File: config.mk
export PLATFORM = sky130hd
export DESIGN_NAME = simple_err_seq_flat
export DESIGN_NICKNAME = d
export VERILOG_FILES = /design/src/rtl/simple_err_seq_pkg.sv /design/src/rtl/simple_err_seq_if.sv /design/src/rtl/simple_err_skid2.sv /design/src/rtl/simple_err_seq.sv /design/src/flat_wrapper.sv
export SDC_FILE = /design/constraint.sdc
export NUM_CORES = 1
export LEC_CHECK = 0
export ABC_AREA = 1
export ABC_CLOCK_PERIOD_IN_PS = 3500
export BUFFER_PORTS_ARGS = -buffer_cell sky130_fd_sc_hd__buf_2
export CORE_MARGIN = 3
export CORE_UTILIZATION = 50
export DETAILED_ROUTE_END_ITERATION = 16
export GPL_TIMING_DRIVEN = 0
export PLACE_DENSITY = 0.73
export SLEW_MARGIN = 20
export SYNTH_ARGS = -nofsm -noshare
export SYNTH_HDL_FRONTEND = slang
export SYNTH_HIERARCHICAL = 1
export SYNTH_SLANG_ARGS = --single-unit
File: constraint.sdc
create_clock -name clk -period 3.5 [get_ports clk]
set_input_delay 0.7 -clock clk [delete_from_list [all_inputs] [get_ports clk]]
set_output_delay 0.7 -clock clk [all_outputs]
set_load 0.02 [all_outputs]
File: src/rtl/simple_err_seq_pkg.sv
// Shared types and sizing for the error-control sequencer and the error block.
package simple_err_seq_pkg;

  localparam int unsigned FRAME_LEN = 36;
  localparam int unsigned MAX_OUT   = 35;
  localparam int unsigned MEM_DEPTH = 144;
  localparam int unsigned ADDR_W    = 8;
  localparam int unsigned DATA_W    = 32;
  localparam int unsigned RES_W     = 7;
  localparam int unsigned ELEM_W    = 6;
  localparam int unsigned FRAME_W   = 8;

  // Raw bit image of a float_24_8 value
  typedef logic [DATA_W-1:0] float_24_8;

  // One buffered element: first-of-frame tag plus value
  typedef struct packed {
    logic      fst;
    float_24_8 value;
  } exp_elem_t;

  typedef enum logic [1:0] {
    ST_IDLE,
    ST_RUN,
    ST_DRAIN,
    ST_DONE
  } seq_state_e;

  // Read address step with wrap at the last memory entry
  function automatic logic [ADDR_W-1:0] next_addr(input logic [ADDR_W-1:0] a);
    return (a == ADDR_W'(MEM_DEPTH - 1)) ? '0 : a + ADDR_W'(1);
  endfunction

endpackage

File: src/rtl/simple_err_seq_if.sv
// Memory-read and expected-stream signals between sequencer, memory and error block.
interface simple_err_seq_if;
  import simple_err_seq_pkg::*;

  logic              exp_mem_rd_vld;
  logic [ADDR_W-1:0] exp_mem_rd_address;
  logic [DATA_W-1:0] exp_mem_rd_data;
  float_24_8         expected;
  logic              expected_fst;
  logic              expected_vld;
  logic              expected_rdy;
  logic              result_vld;

  modport master (
    output exp_mem_rd_vld, exp_mem_rd_address, expected, expected_fst, expected_vld,
    input  exp_mem_rd_data, expected_rdy, result_vld
  );

  modport slave (
    input  exp_mem_rd_vld, exp_mem_rd_address, expected, expected_fst, expected_vld,
    output exp_mem_rd_data, expected_rdy, result_vld
  );
endinterface

File: src/rtl/simple_err_skid2.sv
// Two-entry valid/ready FIFO; the head entry is the registered output.
module simple_err_skid2
  import simple_err_seq_pkg::*;
(
  input  logic       clk,
  input  logic       reset,
  input  logic       wr_vld_i,
  input  exp_elem_t  wr_data_i,
  input  logic       rd_rdy_i,
  output logic       rd_vld_o,
  output exp_elem_t  rd_data_o,
  output logic       full_o,
  output logic       empty_o,
  output logic [1:0] occ_o
);

  exp_elem_t  head_q;
  exp_elem_t  tail_q;
  logic [1:0] occ_q;
  logic       push_c;
  logic       pop_c;

  assign pop_c  = rd_vld_o & rd_rdy_i;
  assign push_c = wr_vld_i & (~full_o | pop_c);

  // Entry storage and occupancy; head only changes on pop or on write into empty
  always_ff @(posedge clk) begin
    if (reset) begin
      head_q <= '0;
      tail_q <= '0;
      occ_q  <= 2'd0;
    end else begin
      case ({push_c, pop_c})
        2'b10: begin
          if (occ_q == 2'd0) head_q <= wr_data_i;
          else               tail_q <= wr_data_i;
          occ_q <= occ_q + 2'd1;
        end
        2'b01: begin
          head_q <= tail_q;
          occ_q  <= occ_q - 2'd1;
        end
        2'b11: begin
          if (occ_q == 2'd1) begin
            head_q <= wr_data_i;
          end else begin
            head_q <= tail_q;
            tail_q <= wr_data_i;
          end
        end
        default: ;
      endcase
    end
  end

  assign rd_vld_o  = (occ_q != 2'd0);
  assign rd_data_o = head_q;
  assign full_o    = (occ_q == 2'd2);
  assign empty_o   = (occ_q == 2'd0);
  assign occ_o     = occ_q;

endmodule

File: src/rtl/simple_err_seq.sv
// Frame sequencer: fetches expected values and streams FRAME_LEN-element frames
// under credit flow control. Optional SIMPLE_ERR_SEQ_STATS_EN adds stall_cycles.
module simple_err_seq
  import simple_err_seq_pkg::*;
(
  input  logic       clk,
  input  logic       reset,
  input  logic       start,
  input  logic [7:0] num_frames,
  output logic       busy,
  output logic       done,
  simple_err_seq_if.master bus
`ifdef SIMPLE_ERR_SEQ_STATS_EN
  ,
  output logic [15:0] stall_cycles
`endif
);

  seq_state_e         state_q;
  logic               busy_q;
  logic               done_q;
  logic [FRAME_W-1:0] nframes_q;
  logic [FRAME_W-1:0] frame_q;
  logic [ELEM_W-1:0]  elem_q;
  logic [ADDR_W-1:0]  addr_q;
  logic [RES_W-1:0]   reserved_q;
  logic [RES_W-1:0]   reserved_d;
  logic               inflight_q;
  logic               fst_pipe_q;

  logic       start_acc_c;
  logic       fetch_c;
  logic       last_fetch_c;
  logic       ret_c;
  logic       pop_c;
  logic       room_c;
  logic [2:0] level_c;

  exp_elem_t  wr_data_c;
  exp_elem_t  rd_data_c;
  logic       skid_vld_c;
  logic       skid_full_c;
  logic       skid_empty_c;
  logic [1:0] skid_occ_c;

  assign start_acc_c = (state_q == ST_IDLE) & start;
  assign pop_c       = skid_vld_c & bus.expected_rdy;
  // Buffer level after this cycle's pop, counting the read still in flight;
  // taking the pop into account is what allows one fetch per cycle
  assign level_c     = 3'(skid_occ_c) + 3'(inflight_q) - 3'(pop_c);
  assign room_c      = (level_c < 3'd2) & ~(skid_full_c & ~pop_c);
  assign fetch_c     = (state_q == ST_RUN) & (reserved_q < RES_W'(MAX_OUT)) & room_c;
  assign last_fetch_c = fetch_c & (elem_q == ELEM_W'(FRAME_LEN - 1))
                      & (frame_q == nframes_q - 8'd1);
  assign ret_c       = bus.result_vld & (reserved_q != '0);

  // Credit count: fetched values not yet returned as results
  always_comb begin
    reserved_d = reserved_q;
    if (fetch_c && !ret_c)      reserved_d = reserved_q + RES_W'(1);
    else if (!fetch_c && ret_c) reserved_d = reserved_q - RES_W'(1);
  end

  // Run-control FSM with registered busy/done
  always_ff @(posedge clk) begin
    if (reset) begin
      state_q   <= ST_IDLE;
      busy_q    <= 1'b0;
      done_q    <= 1'b0;
      nframes_q <= '0;
    end else begin
      done_q <= 1'b0;
      case (state_q)
        ST_IDLE: begin
          if (start) begin
            if (num_frames != 8'd0) begin
              state_q   <= ST_RUN;
              busy_q    <= 1'b1;
              nframes_q <= num_frames;
            end else begin
              state_q <= ST_DONE;
              done_q  <= 1'b1;
            end
          end
        end
        ST_RUN: begin
          if (last_fetch_c) state_q <= ST_DRAIN;
        end
        ST_DRAIN: begin
          // Finish in the cycle the last credit comes back
          if ((reserved_d == '0) && skid_empty_c && !inflight_q) begin
            state_q <= ST_DONE;
            busy_q  <= 1'b0;
            done_q  <= 1'b1;
          end
        end
        ST_DONE: begin
          state_q <= ST_IDLE;
        end
        default: begin
          state_q <= ST_IDLE;
          busy_q  <= 1'b0;
        end
      endcase
    end
  end

  // Fetch counters, credit register and read-return tag pipe
  always_ff @(posedge clk) begin
    if (reset) begin
      elem_q     <= '0;
      frame_q    <= '0;
      addr_q     <= '0;
      reserved_q <= '0;
      inflight_q <= 1'b0;
      fst_pipe_q <= 1'b0;
    end else begin
      reserved_q <= reserved_d;
      inflight_q <= fetch_c;
      fst_pipe_q <= (elem_q == ELEM_W'(0));
      if (start_acc_c) begin
        elem_q  <= '0;
        frame_q <= '0;
      end else if (fetch_c) begin
        addr_q <= next_addr(addr_q);
        if (elem_q == ELEM_W'(FRAME_LEN - 1)) begin
          elem_q  <= '0;
          frame_q <= frame_q + 8'd1;
        end else begin
          elem_q <= elem_q + ELEM_W'(1);
        end
      end
    end
  end

  assign wr_data_c.fst   = fst_pipe_q;
  assign wr_data_c.value = bus.exp_mem_rd_data;

  simple_err_skid2 u_skid (
    .clk       (clk),
    .reset     (reset),
    .wr_vld_i  (inflight_q),
    .wr_data_i (wr_data_c),
    .rd_rdy_i  (bus.expected_rdy),
    .rd_vld_o  (skid_vld_c),
    .rd_data_o (rd_data_c),
    .full_o    (skid_full_c),
    .empty_o   (skid_empty_c),
    .occ_o     (skid_occ_c)
  );

  assign bus.exp_mem_rd_vld     = fetch_c;
  assign bus.exp_mem_rd_address = addr_q;
  assign bus.expected           = rd_data_c.value;
  assign bus.expected_fst       = rd_data_c.fst;
  assign bus.expected_vld       = skid_vld_c;
  assign busy                   = busy_q;
  assign done                   = done_q;

`ifdef SIMPLE_ERR_SEQ_STATS_EN
  logic [15:0] stall_q;

  // Saturating count of RUN cycles blocked purely by exhausted credits
  always_ff @(posedge clk) begin
    if (reset) begin
      stall_q <= '0;
    end else if (start_acc_c) begin
      stall_q <= '0;
    end else if ((state_q == ST_RUN) && (reserved_q == RES_W'(MAX_OUT)) && (stall_q != 16'hFFFF)) begin
      stall_q <= stall_q + 16'd1;
    end
  end

  assign stall_cycles = stall_q;
`endif

endmodule

File: src/flat_wrapper.sv
// flat-port wrapper written by rule: the top's interface ports become plain ports
module simple_err_seq_flat import simple_err_seq_pkg::*;
  (clk, reset, start, num_frames, busy, done, bus_exp_mem_rd_vld, bus_exp_mem_rd_address, bus_expected, bus_expected_fst, bus_expected_vld, bus_exp_mem_rd_data, bus_expected_rdy, bus_result_vld);
  simple_err_seq_if bus_i ();
  input  logic clk;
  input  logic reset;
  input  logic start;
  input  logic [7:0] num_frames;
  output logic busy;
  output logic done;
  output wire logic [$bits(bus_i.exp_mem_rd_vld)-1:0] bus_exp_mem_rd_vld;
  output wire logic [$bits(bus_i.exp_mem_rd_address)-1:0] bus_exp_mem_rd_address;
  output wire logic [$bits(bus_i.expected)-1:0] bus_expected;
  output wire logic [$bits(bus_i.expected_fst)-1:0] bus_expected_fst;
  output wire logic [$bits(bus_i.expected_vld)-1:0] bus_expected_vld;
  input wire logic [$bits(bus_i.exp_mem_rd_data)-1:0] bus_exp_mem_rd_data;
  input wire logic [$bits(bus_i.expected_rdy)-1:0] bus_expected_rdy;
  input wire logic [$bits(bus_i.result_vld)-1:0] bus_result_vld;
  assign bus_exp_mem_rd_vld = bus_i.exp_mem_rd_vld;
  assign bus_exp_mem_rd_address = bus_i.exp_mem_rd_address;
  assign bus_expected = bus_i.expected;
  assign bus_expected_fst = bus_i.expected_fst;
  assign bus_expected_vld = bus_i.expected_vld;
  assign bus_i.exp_mem_rd_data = bus_exp_mem_rd_data;
  assign bus_i.expected_rdy = bus_expected_rdy;
  assign bus_i.result_vld = bus_result_vld;
  simple_err_seq u_core (.clk(clk), .reset(reset), .start(start), .num_frames(num_frames), .busy(busy), .done(done), .bus(bus_i));
endmodule
==> impl_metrics.toml, run 1 <==
[status]
status = "finished, final reports clean"

[critical_path]
critical_path.max_fanout = 7
cp.required_ns = 2.80
path_depth_of_the_worst_reg2reg_path = 27
data_arrival_time_of_the_critical_path_ns = 2.62
regToRegSetupSlack_ns = 0.28
timing.critical_path.from_type = "register"
worst_r2r_start = "u_core/u_skid/occ_o[1]"
criticalPathCategory = "reg2out"
setup.worst_path.end_class = "primary output"
timing.rr.end = "u_core/busy"

[pwr]
irDropWorstVdd_mv = 0.416
internal_dissipation_uw = 3340
p_sw_share_pct = 43.4
power_frac_comb_pct = 50.8
p_seq_share_pct = 30.8
switching_power_uw = 2570
cellLeakagePower_uw = 0.00344
power.clock.fraction_pct = 18.4
pwr_density_cell_mw_per_mm2 = 836

[synthesis]
ys.warnings.count = 6
synth_compound_area_share_pct = 6.94
synth.cell_area_mm2 = 0.00602
syn_nets = 963
ys_async_sr_fraction_pct = 0
post_synth_and_or_nand_nor_area_fraction_pct = 37.8
synth_flop_cell = "sky130_fd_sc_hd__dfxtp_1"
synth_edf_count = 0
synth-adder-area-share_pct = 3.45
syn-mean-instance-area_um2 = 6.68
ys_seq_area_share_pct = 36.9
yosysUniqueCellTypes = 39
dominant_combinational_cell_family_by_area_after_synthesis = "simple AND/OR/NAND/NOR gates"
synth_xor_xnor_area_share_pct = 3.05
ys_seq_elements = 111
synthesized_instance_count = 902
muxShareOfSynthArea_pct = 0

[sta]
final_worst_clock_skew_ns = 0.00775
hold_viol = 0
timing.fmax_mhz = 302
finalSetupViolations = 0
worst_slew_pin_slew_ns = 0.548
grt_setup_unrepaired = "yes"
layout_worst_path_cycle_share_pct = 94.7
period_needed_ns = 3.32
report.final.slew_viol_count = 0
slew_headroom_pct = 63.5

[clock_tree]
cts_tree = "yes"
clockBufferDepth = 2
ctsHoldBuffers = 0
clockRootBuffer = "sky130_fd_sc_hd__clkbuf_16"
clock_slew_at_reported_path_ffs_ns = 0.07
cts-buffers-inserted = 9
clock_sinks = 111
clkLatencyLatePin_ns = 0.36
htreeDepth = 3

[die]
initial_utilization_pct = 51.9
die_h_um = 116
core_area_mm2 = 0.0116
rows = 39
die-area_mm2 = 0.0134
boundaryPins = 90
die-width_um = 116

[place]
dpl.hpwl_um = 10100
placed_instances = 1134
gpl.final_weighted_congestion = 0.823
io_buffer_count = 89

[global_routing]
grt_pass1_wl_um = 23200
grt_start_max_net_pins = 19
number_of_antenna_violations_at_the_first_check_in_global_routing = 1
groute.usage.overall_pct = 21.3
number_of_global_route_vias_before_repair = 5103
remaining_overflow_grt = 0

[final_layout]
most_frequent_standard_cell_in_the_layout_excluding_fill_and_tap_cells = "sky130_fd_sc_hd__nor2_1"
num_antenna_cells = 0
mostFrequentLayoutCells = "218 x sky130_fd_sc_hd__nor2_1, 133 x sky130_fd_sc_hd__nand2_1, 121 x sky130_fd_sc_hd__inv_1"
syn2layout_area_growth_pct = 17.4
drive_gt1_share_pct = 18.0
multi_input_area_mm2 = 0.00311
ff_latch_area_mm2 = 0.00223
final_core_utilization_pct = 60.9
final_cell_count_no_fill = 1156
nNetsFinal = 1069
filler_cell_count_in_the_final_layout = 1123

[min_path]
worstHoldEndpoint = "u_core/bus.exp_mem_rd_address[7]"
worstHoldStart = "u_core/bus.exp_mem_rd_address[7]"
min_path_type = "reg2reg"
hold_path_cell_cnt = 1

[route]
viasPerCell = 4.92
route.detailed.drc = 0
num_vias = 5688
number_of_design_rule_violations_left_by_the_first_detailed_router_iteration = 342
totalWireLength_um = 14000
detail-route-antenna-nets = 0
drtPass1Iterations = 5
wl_per_cell_um = 12.1

[job]
maxCapViolCount = 0
## layer usage
metal | wire (µm) | track usage, % | share of wire [%] | up-vias
li1 | - | - | - | 3027
met1 | 6630 | 28.7 | 47 | 2495
met2 | 6300 | 34.1 | 45 | 144
met3 | 748 | 4.23 | 5.4 | 20
met4 | 286 | 7.81 | 2.0 | 2
met5 | 7 | 0 | 0.050 | -
## power by group through the flow
stage / logic (µW) / clock network, µW / registers (µW)
after global routing: 3390 / 1160 / 1860
after CTS: 2910 / 1110 / 1820
after detailed placement: 2840 / 0 / 1840
after global placement: 2810 / 0 / 1840
after floorplan: 1890 / 0 / 2080
final: 3000 / 1090 / 1820
## worst max-delay path, cell delays in order, from the launching register on
cell                      delay, ns
sky130_fd_sc_hd__dfxtp_4       0.37
sky130_fd_sc_hd__inv_2         0.08
sky130_fd_sc_hd__ha_4          0.16
sky130_fd_sc_hd__inv_4         0.05
sky130_fd_sc_hd__nand2_1       0.08
sky130_fd_sc_hd__inv_1         0.05
sky130_fd_sc_hd__ha_1          0.27
sky130_fd_sc_hd__inv_1         0.05
sky130_fd_sc_hd__nand2_1       0.05
sky130_fd_sc_hd__fa_1          0.47
sky130_fd_sc_hd__nand2_1       0.05
sky130_fd_sc_hd__nor2_1        0.08
sky130_fd_sc_hd__nand2_1       0.09
sky130_fd_sc_hd__nor2_4        0.13
sky130_fd_sc_hd__nand2_4       0.08
sky130_fd_sc_hd__inv_4         0.08
sky130_fd_sc_hd__buf_6         0.12
## cell usage after synthesis (8+ instances only)
master	n	area, µm²
sky130_fd_sc_hd__dfxtp_1	111	2220
sky130_fd_sc_hd__buf_2	10	50.1
sky130_fd_sc_hd__o21ai_0	42	210
sky130_fd_sc_hd__a21oi_1	24	120
sky130_fd_sc_hd__nand4_1	9	56.3
sky130_fd_sc_hd__ha_1	15	188
sky130_fd_sc_hd__xor2_1	15	131
sky130_fd_sc_hd__nand3_1	92	460
sky130_fd_sc_hd__o21ai_1	8	40.0
sky130_fd_sc_hd__clkbuf_1	12	45.0
sky130_fd_sc_hd__nor2_1	219	822
sky130_fd_sc_hd__nor3_1	11	55.1
sky130_fd_sc_hd__inv_1	123	462
sky130_fd_sc_hd__nand2_1	134	503
## state kept, by name, summed over array words and instances, names as in the netlist
signal	cells
u_core/bus.exp_mem_rd_address	8
u_core/busy	1
u_core/done	1
u_core/elem_q	6
u_core/frame_q	8
u_core/fst_pipe_q	1
u_core/inflight_q	1
u_core/nframes_q	8
u_core/reserved_q	7
u_core/state_q	2
u_core/u_skid/occ_o	2
u_core/u_skid/rd_data_o	33
u_core/u_skid/tail_q	33
## logic make-up after synthesis
kind of cell	count (synthesis)
xor+xnor	21
buf+inv	168
simple gates	507
compound gates	79
flops	111
fa+ha+maj	16
## final cells by class
class                   instances  share of cell area, %
clock inverters                 5                  0.885
well taps                     143                   2.53
plain buffers                  37                   3.15
flip-flops and latches        111                   31.5
clock buffers                  11                   3.58
multi-input cells             623                   44.0
repair buffers                 95                   7.26
inverters                     131                   7.06
## how the worst max path moves through the flow
| stage | from | end | depth (start not counted) |
|---|---|---|---|
| global route | u_core/u_skid/occ_o[1] | u_core/busy | 27 |
| CTS | u_core/u_skid/occ_o[1] | bus_exp_mem_rd_vld | 16 |
| global placement | u_core/u_skid/occ_o[1] | u_core/bus.exp_mem_rd_address[7] | 19 |
| floorplan | u_core/u_skid/occ_o[1] | u_core/frame_q[7] | 22 |
| finish | u_core/u_skid/occ_o[1] | bus_exp_mem_rd_vld | 16 |
| detailed placement | u_core/u_skid/occ_o[1] | u_core/bus.exp_mem_rd_address[7] | 19 |
## through the flow
stage | setup WS, ns | total power (µW) | TNS [ns] | cell area, µm² | hold slack, ns
floorplan | 0.275 | 3980 | 0 | 6020 | 0.447
detailed placement | -0.0191 | 4680 | -0.0191 | 6650 | 0.469
global placement | -0.00759 | 4650 | -0.00759 | 6650 | 0.465
global route | -0.0219 | 6410 | -0.0351 | 7070 | 0.501
CTS | 0.0540 | 5850 | 0 | 7000 | 0.484
finish | 0.184 | 5910 | 0 | 7070 | 0.483
## timing repair
item | 4_1_cts | 5_1_grt
setup buffers | 2 | 4
endpoints found under the hold margin | 0 | 0
pin swaps | 2 | 4
gates resized for setup | 6 | 9
setup endpoints to repair | 4 | 12
No activity file was read; power rests on OpenSTA's default activity.
==> inputs of run 2 (changes only) <==
--- a/config.mk
+++ b/config.mk
@@ -7,7 +7,7 @@
 export LEC_CHECK = 0
 export ABC_AREA = 1
 export ABC_CLOCK_PERIOD_IN_PS = 3500
-export BUFFER_PORTS_ARGS = -buffer_cell sky130_fd_sc_hd__buf_2
+export BUFFER_PORTS_ARGS = -buffer_cell sky130_fd_sc_hd__buf_4
 export CORE_MARGIN = 3
 export CORE_UTILIZATION = 50
 export DETAILED_ROUTE_END_ITERATION = 16
==> impl_metrics.toml, run 2 (same netlist as run 1, synthesis figures left out) <==
[place]
io_buffer_count = 89
post-place-ws_ns = -0.0119
gpl.final_weighted_congestion = 0.827
placed_instances = 1134
dpl.hpwl_um = 10400

[global_routing]
grt_util_met2_pct = 35.9
met1_usage_pct = 27.9
groute.usage.overall_pct = 21.6
grt_start_max_net_pins = 20
number_of_antenna_violations_at_the_first_check_in_global_routing = 0
groute.layer.met3.usage_pct = 3.97
grt_pass1_wl_um = 23400
number_of_global_route_vias_before_repair = 5213
remaining_overflow_grt = 0
grt.busiest_layer = "met2"

[job]
maxCapViolCount = 0

[sta]
layout_worst_path_cycle_share_pct = 94.6
report.final.slew_viol_count = 0
timing.fmax_mhz = 302
final_worst_clock_skew_ns = 0.00480
finalSetupViolations = 0
hold_viol = 0
period_needed_ns = 3.31
fin_ws_ns = 0.189
worst_slew_pin_slew_ns = 0.521
slew_headroom_pct = 65.2

[critical_path]
cp_slowest_stage_delay_ns = 0.52
path_depth_of_the_worst_reg2reg_path = 27
criticalPathCategory = "reg2out"
critical_path.cell_chain = "inv_4 > ha_4 > clkinv_4 > nand2_4 > inv_2 > ha_4 > inv_2 > nand2_2 > fa_1 > nand2_1 > nor2_1 > nand2_1 > nor2_4 > nand2_4 > inv_4 > buf_6"
slowest_stage = "sky130_fd_sc_hd__fa_1"
worst_r2r_start = "u_core/u_skid/occ_o[0]"
critical_path.max_fanout = 5
data_arrival_time_of_the_critical_path_ns = 2.61
worst-path-stages = 16
timing.critical_path.from_type = "register"
setup.worst_path.end_class = "primary output"
timing.critical_path.buf_inv = 6
timing.rr.end = "u_core/busy"
critical_path.endpoint = "bus_exp_mem_rd_vld"
crit_path_start = "u_core/u_skid/occ_o[0]"
cp.required_ns = 2.80
critPathTopFamily = "adder cells"
regToRegSetupSlack_ns = 0.25

[final_layout]
syn2layout_area_growth_pct = 22.8
final_cell_count_no_fill = 1159
final_core_utilization_pct = 63.7
mostFrequentLayoutCells = "217 x sky130_fd_sc_hd__nor2_1, 130 x sky130_fd_sc_hd__nand2_1, 119 x sky130_fd_sc_hd__inv_1"
nNetsFinal = 1072
num_antenna_cells = 0
most_frequent_standard_cell_in_the_layout_excluding_fill_and_tap_cells = "sky130_fd_sc_hd__nor2_1"
filler_cell_count_in_the_final_layout = 1077
drive_gt1_share_pct = 19.0

[route]
drtPass1Iterations = 5
detail-route-antenna-nets = 0
number_of_design_rule_violations_left_by_the_first_detailed_router_iteration = 337
route.detailed.drc = 0
num_vias = 5739
wl_per_cell_um = 12.3
totalWireLength_um = 14300
viasPerCell = 4.95

[clock_tree]
htreeDepth = 3
clkLatencyLatePin_ns = 0.35
ctsHoldBuffers = 0
clock_sinks = 111
clock_slew_at_reported_path_ffs_ns = 0.07
clockRootBuffer = "sky130_fd_sc_hd__clkbuf_16"
cts_tree = "yes"
cts-buffers-inserted = 9
clockBufferDepth = 2

[pwr]
irDropWorstVdd_mv = 0.399
cellLeakagePower_uw = 0.00352
pwr_density_cell_mw_per_mm2 = 851

[min_path]
min_path_type = "reg2reg"

[die]
core_area_mm2 = 0.0116
boundaryPins = 90
rows = 39
die-width_um = 116
die_h_um = 116
die-area_mm2 = 0.0134
initial_utilization_pct = 51.9

[status]
status = "finished, final reports clean"
==> run 2: worst min-delay path by stage <==
stage                                          start                               end  slack (ns)  cells past startpoint
floorplan                        u_core/nframes_q[1]               u_core/nframes_q[1]        0.45                      2
global placement                 u_core/nframes_q[1]               u_core/nframes_q[1]        0.47                      2
detailed placement  u_core/bus.exp_mem_rd_address[7]  u_core/bus.exp_mem_rd_address[7]        0.47                      1
CTS                                 u_core/elem_q[0]                  u_core/elem_q[0]        0.49                      2
global route        u_core/bus.exp_mem_rd_address[7]  u_core/bus.exp_mem_rd_address[7]        0.51                      1
finish              u_core/bus.exp_mem_rd_address[7]  u_core/bus.exp_mem_rd_address[7]        0.48                      1
==> run 2: per-stage QoR <==
step	instance area (µm²)	setup TNS [ns]	total power [µW]	hold WS (ns)
after detailed placement	6870	-0.0160	4850	0.473
after global placement	6870	-0.00651	4810	0.466
after floorplan	6020	0	3980	0.447
final	7400	0	6290	0.484
after global routing	7400	-0.0734	6800	0.509
after CTS	7260	0	6130	0.485
==> run 2: cell type report <==
| cell class | count | area, µm² | area share (%) |
|---|---|---|---|
| plain buffers | 37 | 226 | 3.06 |
| clock buffers | 9 | 225 | 3.05 |
| clock inverters | 7 | 131 | 1.78 |
| inverters | 131 | 507 | 6.85 |
| multi-input cells | 623 | 3150 | 42.5 |
| flip-flops and latches | 111 | 2230 | 30.1 |
| well taps | 143 | 179 | 2.42 |
| repair buffers | 98 | 751 | 10.2 |
==> run 2: timing repair <==
action                     4_1_cts  5_1_grt
setup endpoints to repair        4       12
resized for setup                5       26
pin swaps                        2        9
setup buffers                    2        7
==> run 2: metal layers <==
| metal | routed length [µm] | vias to the layer above |
|---|---|---|
| li1 | - | 3034 |
| met1 | 6570 | 2541 |
| met2 | 6600 | 143 |
| met3 | 833 | 21 |
| met4 | 281 | 0 |
| met5 | 0 | - |
==> run 2: power breakdown <==
group | internal, µW | switching, µW
clock network | 710 | 500
logic | 1310 | 1940
registers | 1620 | 221
total | 3630 | 2660
